[src/rtl/axis_ring_writer.sv]
// AXI-Stream to AXI4 ring-buffer writer: one INCR burst per fixed-length packet,
// wrap-around ring pointer, outstanding-burst limit tracked through B responses.
module axis_ring_writer #(
    parameter int DATA_WBITS      = 512,
    parameter int ADDR_WBITS      = 64,
    parameter int MAX_OUTSTANDING = 8
) (
    input  logic                    clk,
    input  logic                    resetn,
    input  logic [8:0]              CYCLES_PER_PACKET,
    input  logic [ADDR_WBITS-1:0]   RING_BASE,
    input  logic [31:0]             RING_SIZE,
    input  logic [DATA_WBITS-1:0]   AXIS_IN_TDATA,
    input  logic                    AXIS_IN_TVALID,
    input  logic                    AXIS_IN_TLAST,
    output logic                    AXIS_IN_TREADY,
    output logic [ADDR_WBITS-1:0]   M_AXI_AWADDR,
    output logic [7:0]              M_AXI_AWLEN,
    output logic [2:0]              M_AXI_AWSIZE,
    output logic [1:0]              M_AXI_AWBURST,
    output logic                    M_AXI_AWID,
    output logic                    M_AXI_AWLOCK,
    output logic [3:0]              M_AXI_AWCACHE,
    output logic [3:0]              M_AXI_AWQOS,
    output logic [2:0]              M_AXI_AWPROT,
    output logic                    M_AXI_AWVALID,
    input  logic                    M_AXI_AWREADY,
    output logic [DATA_WBITS-1:0]   M_AXI_WDATA,
    output logic [DATA_WBITS/8-1:0] M_AXI_WSTRB,
    output logic                    M_AXI_WLAST,
    output logic                    M_AXI_WVALID,
    input  logic                    M_AXI_WREADY,
    input  logic [1:0]              M_AXI_BRESP,
    input  logic                    M_AXI_BVALID,
    output logic                    M_AXI_BREADY,
    output logic [31:0]             PACKETS_WRITTEN,
    output logic [7:0]              OUTSTANDING,
    output logic                    BRESP_ERR,
    output logic                    FRAMING_ERR
);
    localparam int         BYTES   = DATA_WBITS / 8;
    localparam logic [7:0] MAX_OUT = 8'(MAX_OUTSTANDING);

    typedef enum logic [1:0] {S_IDLE, S_ADDR, S_DATA} state_t;

    state_t                  state_q, state_d;
    logic [31:0]             ptr_q, ptr_d;
    logic [8:0]              beat_q, beat_d;
    logic [7:0]              out_q, out_d;
    logic [31:0]             pkts_q, pkts_d;
    logic                    berr_q, berr_d;
    logic                    ferr_q, ferr_d;
    logic                    awvalid_q, awvalid_d;
    logic [ADDR_WBITS-1:0]   awaddr_q, awaddr_d;
    logic [7:0]              awlen_q, awlen_d;

    logic [8:0]              cpp_m1;
    logic [31:0]             pkt_bytes;
    logic [32:0]             ptr_sum;
    logic                    aw_hs, w_hs, wlast;

    assign cpp_m1    = CYCLES_PER_PACKET - 9'd1;
    assign pkt_bytes = 32'(CYCLES_PER_PACKET) * 32'(BYTES);
    // 33-bit sum so a ring near 4GB cannot alias the wrap compare
    assign ptr_sum   = {1'b0, ptr_q} + {1'b0, pkt_bytes};

    assign aw_hs = awvalid_q & M_AXI_AWREADY;
    assign wlast = (state_q == S_DATA) && (beat_q == cpp_m1);
    assign w_hs  = (state_q == S_DATA) & AXIS_IN_TVALID & M_AXI_WREADY;

    always_comb begin
        state_d   = state_q;
        ptr_d     = ptr_q;
        beat_d    = beat_q;
        out_d     = out_q;
        pkts_d    = pkts_q;
        berr_d    = berr_q;
        ferr_d    = ferr_q;
        awvalid_d = awvalid_q;
        awaddr_d  = awaddr_q;
        awlen_d   = awlen_q;

        case (state_q)
            S_IDLE: if (AXIS_IN_TVALID && (out_q < MAX_OUT)) begin
                state_d   = S_ADDR;
                awvalid_d = 1'b1;
                awaddr_d  = RING_BASE + ADDR_WBITS'(ptr_q);
                awlen_d   = cpp_m1[7:0];
            end
            S_ADDR: if (aw_hs) begin
                state_d   = S_DATA;
                awvalid_d = 1'b0;
                beat_d    = 9'd0;
            end
            S_DATA: if (w_hs) begin
                if (wlast) begin
                    state_d = S_IDLE;
                    beat_d  = 9'd0;
                    ptr_d   = (ptr_sum >= {1'b0, RING_SIZE}) ? 32'd0 : ptr_sum[31:0];
                end else begin
                    beat_d  = beat_q + 9'd1;
                end
            end
            default: state_d = S_IDLE;
        endcase

        // TLAST is only audited; burst length always comes from the beat counter
        if (w_hs && (AXIS_IN_TLAST != wlast))
            ferr_d = 1'b1;

        case ({aw_hs, M_AXI_BVALID})
            2'b10:   out_d = out_q + 8'd1;
            2'b01:   out_d = (out_q != 8'd0) ? out_q - 8'd1 : 8'd0;
            default: out_d = out_q;
        endcase

        if (M_AXI_BVALID) begin
            pkts_d = pkts_q + 32'd1;
            if (M_AXI_BRESP != 2'b00)
                berr_d = 1'b1;
        end
    end

    always_ff @(posedge clk) begin
        if (!resetn) begin
            state_q   <= S_IDLE;
            ptr_q     <= '0;
            beat_q    <= '0;
            out_q     <= '0;
            pkts_q    <= '0;
            berr_q    <= 1'b0;
            ferr_q    <= 1'b0;
            awvalid_q <= 1'b0;
            awaddr_q  <= '0;
            awlen_q   <= '0;
        end else begin
            state_q   <= state_d;
            ptr_q     <= ptr_d;
            beat_q    <= beat_d;
            out_q     <= out_d;
            pkts_q    <= pkts_d;
            berr_q    <= berr_d;
            ferr_q    <= ferr_d;
            awvalid_q <= awvalid_d;
            awaddr_q  <= awaddr_d;
            awlen_q   <= awlen_d;
        end
    end

    assign M_AXI_AWADDR    = awaddr_q;
    assign M_AXI_AWLEN     = awlen_q;
    assign M_AXI_AWVALID   = awvalid_q;
    assign M_AXI_AWSIZE    = 3'($clog2(BYTES));
    assign M_AXI_AWBURST   = 2'b01;
    assign M_AXI_AWID      = 1'b0;
    assign M_AXI_AWLOCK    = 1'b0;
    assign M_AXI_AWCACHE   = 4'd0;
    assign M_AXI_AWQOS     = 4'd0;
    assign M_AXI_AWPROT    = 3'd1;

    assign M_AXI_WDATA     = AXIS_IN_TDATA;
    assign M_AXI_WSTRB     = '1;
    assign M_AXI_WLAST     = wlast;
    assign M_AXI_WVALID    = (state_q == S_DATA) & AXIS_IN_TVALID;
    assign AXIS_IN_TREADY  = (state_q == S_DATA) & M_AXI_WREADY;
    assign M_AXI_BREADY    = 1'b1;

    assign PACKETS_WRITTEN = pkts_q;
    assign OUTSTANDING     = out_q;
    assign BRESP_ERR       = berr_q;
    assign FRAMING_ERR     = ferr_q;
endmodule

[config.mk]
export PLATFORM = sky130hd
export DESIGN_NAME = axis_ring_writer
export DESIGN_NICKNAME = d
export VERILOG_FILES = /design/src/rtl/axis_ring_writer.sv
export SDC_FILE = /design/constraint.sdc
export NUM_CORES = 1
export LEC_CHECK = 0
export ABC_AREA = 1
export BUFFER_PORTS_ARGS = -buffer_cell sky130_fd_sc_hd__buf_2
export CAP_MARGIN = 20
export CORE_AREA = 8 8 508 510
export DETAILED_ROUTE_END_ITERATION = 16
export DIE_AREA = 0 0 516 518
export GPL_ROUTABILITY_DRIVEN = 0
export GPL_TIMING_DRIVEN = 0
export HOLD_SLACK_MARGIN = 0.06
export PLACE_DENSITY_LB_ADDON = 0.08
export SYNTH_ARGS = -nofsm -noshare
export SYNTH_HDL_FRONTEND = slang
export SYNTH_SLANG_ARGS = --single-unit
[constraint.sdc]
create_clock -name clk -period 6.25 [get_ports clk]
set_clock_uncertainty 0.05 [all_clocks]
set_input_delay 0.625 -clock clk [delete_from_list [all_inputs] [get_ports clk]]
set_output_delay 0.625 -clock clk [all_outputs]
set_load 0.02 [all_outputs]
==> metrics <==
Critical Path Max Stage Delay=0.45 ns; leading cell type in the layout, fill and taps excluded=buf_2; CP endpoint kind=flop; CP bufs+invs=4; ratio of cells with drive above 1 in the final layout=43.69%; first-pass GRT wire length=167.2 mm; number of max-cap violations=0; cell mode on critical path=nor2_1; M3 GR Usage=3.406%; cts repair resizes=0; Worst-Margin Slew=slightly below 1 ns; global route hottest layer=met2; P&R area growth vs syn=55.06%; clock tree root buffer cell=clkbuf_16; number of global-route vias before repair=18.99k; starting DRC count in detailed routing=616; row count=184; count of different cell masters after synthesis=54; LEAKAGE=12.15 nW; WL/cell=roughly 19 um; Crit-path slowest cell=nand3b_1; register area share after synthesis=18.85%; Post-Route WL=130.0 mm; Layout Cells excl Fill=~6.7k; total number of vias=~18k; power per cell area=165.2 nW/um^2; # H-tree levels=4; DIE AREA=267,300 um^2; area of the mapped netlist=between 15,000 and 20,000 um^2; Initial Util=roughly 6.5%; CTS tree=yes; fillers=29.60k; final critical-path share of the clock period=71.49%; Hold Buf Count CTS=0; Die W=approximately 520 um; Routed Antenna Nets=0; HP Class=in2reg; outcome=finished clean; VDD IR max=0.0001697 V; CP Cell Sequence=buf_2 > ha_1 > inv_1 > fa_1 > nor2_1 > nor2_1 > o21ai_0 > nand2_1 > o21ai_0 > xor2_1 > inv_1 > ha_1 > nand2_1 > nor2_1 > nand4_1 > nor2_1 > nand3b_1 > buf_6 > nand3_1 > a21oi_1; setup tns final=0 ns; NumNets Final=4,010; drt via density=2.672; Hold Fails Final Rpt=0; crit path time final=between 4 and 5 ns; Cells after DPL=6,644; initial antenna violation count=89; CP Class=in2reg; post-CTS setup buffer count=0; clock latency on the worst-skew pair=slightly above 0.5 ns; peak fanout along the critical path=10; Worst path top cell family by delay=simple AND/OR/NAND/NOR gates; drt pass-1 iters=5; most frequent cells in the layout=750 x buf_2, 597 x buf_4, 372 x nand2_1; Port Buffers=742; Placeable Area=250,000 um^2; all-layer global routing usage=a little under a tenth; Sink Count=152; Syn Area/Cell=6.541 um^2; Worst-path clk slew=0.07 ns; crit path DAT=roughly 4.8 ns; Finish-stage setup viols=0; max-slew violations=0; WP data required=6.58 ns; met2 usage=18.41%; clk buf depth=2; Seq cells post-synth=152; Worst setup SP type=input port; DP HPWL=119.4 mm; Max-slew headroom=between 30% and 40%; pin count of the biggest net entering global routing=17; global route overflow=0; M1 GR Usage=under 10%; IO Count=approximately 1.3k; drc violations=0; Post-Synthesis Cells=2,468; RSZ-0062 raised after global routing=false; die height=roughly 520 um; highest clock rate=~220 MHz; Num CTS Buffers=17; Yosys Warn Count=0
-- cells in the mapped netlist (all sizes together) --
| master | n | area share, % |
|---|---|---|
| a31oi | 9 | 0.35 |
| xor2 | 45 | 2.4 |
| dfxtp | 152 | 19 |
| inv | 314 | 7.3 |
| o211ai | 10 | 0.46 |
| a221oi | 1 | 0.054 |
| a21boi | 5 | 0.26 |
| buf | 617 | 29 |
| nor3b | 2 | 0.093 |
| o21a | 3 | 0.14 |
| nor3 | 58 | 2.1 |
| clkinv | 1 | 0.023 |
| or2 | 3 | 0.12 |
| and2 | 2 | 0.077 |
| ha | 68 | 5.3 |
| fa | 1 | 0.12 |
| or3 | 3 | 0.12 |
| o22ai | 1 | 0.039 |
| nand2 | 379 | 9.0 |
| nand3 | 144 | 4.9 |
| clkbuf | 22 | 0.51 |
| and3 | 2 | 0.077 |
| a211oi | 1 | 0.047 |
| nand3b | 10 | 0.46 |
| conb | 2 | 0.047 |
| o21bai | 9 | 0.42 |
| nor4 | 10 | 0.39 |
| nand4 | 36 | 1.4 |
| o32ai | 1 | 0.054 |
| o221a | 1 | 0.070 |
| nor2 | 295 | 7.3 |
| xnor2 | 18 | 0.98 |
| a21oi | 123 | 3.9 |
| a31o | 2 | 0.11 |
| o21ai | 108 | 3.4 |
| a21o | 10 | 0.46 |
-- routing by layer --
metal	wire [um]	up-vias
li1	-	8863
met1	43520	7885
met4	3081	42
met5	273	-
met3	11780	193
met2	71390	888
-- kinds of logic after synthesis --
family | Yosys count | synth area share (%)
adders and majority gates | 69 | 5.394
DFF | 152 | 18.85
AOI/OAI and AO/OA | 284 | 9.788
buffers and inverters | 954 | 36.50
and+or+nand+nor | 944 | 26.01
other | 2 | 0.04652
xor gates and xnor gates | 63 | 3.418
-- area by class of cell --
cell class	instances	area, um^2	area share, %
inverters	315	1182	4.723
well taps	3348	4189	16.73
clock buffers	23	457.9	1.829
plain buffers	639	4710	18.81
multi-input cells	1443	7513	30.01
flip-flops and latches	152	3043	12.16
clock inverters	9	93.84	0.3749
diodes	12	30.03	0.1200
repair buffers	747	3814	15.23
-- metrics by stage --
step           hold slack (ns)  area, um^2  setup slack [ns]  total power, mW  util [%]
3_3_place_gp            0.3934       24350             1.016            3.155     9.740
5_1_grt                 0.2897       25010             1.216            4.460     10.00
6_report                0.3123       25030             1.782            4.135     10.01
2_1_floorplan           0.4139       16450             2.792            2.278         -
4_1_cts                 0.2391       25000             1.559            4.340     10.00
3_5_place_dp            0.3983       24450             1.020            3.163     9.780
-- where the power goes --
group          switching, mW  leakage [nW]  internal (mW)
Clock                  0.539         0.262          0.561
Sequential            0.0688          1.24           1.08
Combinational           1.23          10.6          0.653
-- final timing paths --
path,startpoint,endpoint,slack [ns],depth (start not counted)
setup / recovery,CYCLES_PER_PACKET[0],ptr_q[26],1.78,20
hold / removal,RING_BASE[0],M_AXI_AWADDR[0],0.31,3
setup reg to reg,ptr_q[6],ptr_q[26],1.79,19
hold reg to reg,BRESP_ERR,BRESP_ERR,0.41,2
-- flip-flops by register name (all words and copies together), names as in the netlist --
name	flops
state_q	2
FRAMING_ERR	1
OUTSTANDING	8
BRESP_ERR	1
M_AXI_AWLEN	8
beat_q	9
M_AXI_AWADDR	64
M_AXI_AWVALID	1
PACKETS_WRITTEN	32
ptr_q	26
-- worst min-delay path, stage by stage --
cell	delay, ns
buf_2	0.08
nor2_1	0.03
nor2_1	0.09
No activity file was read; power rests on OpenSTA's default activity.
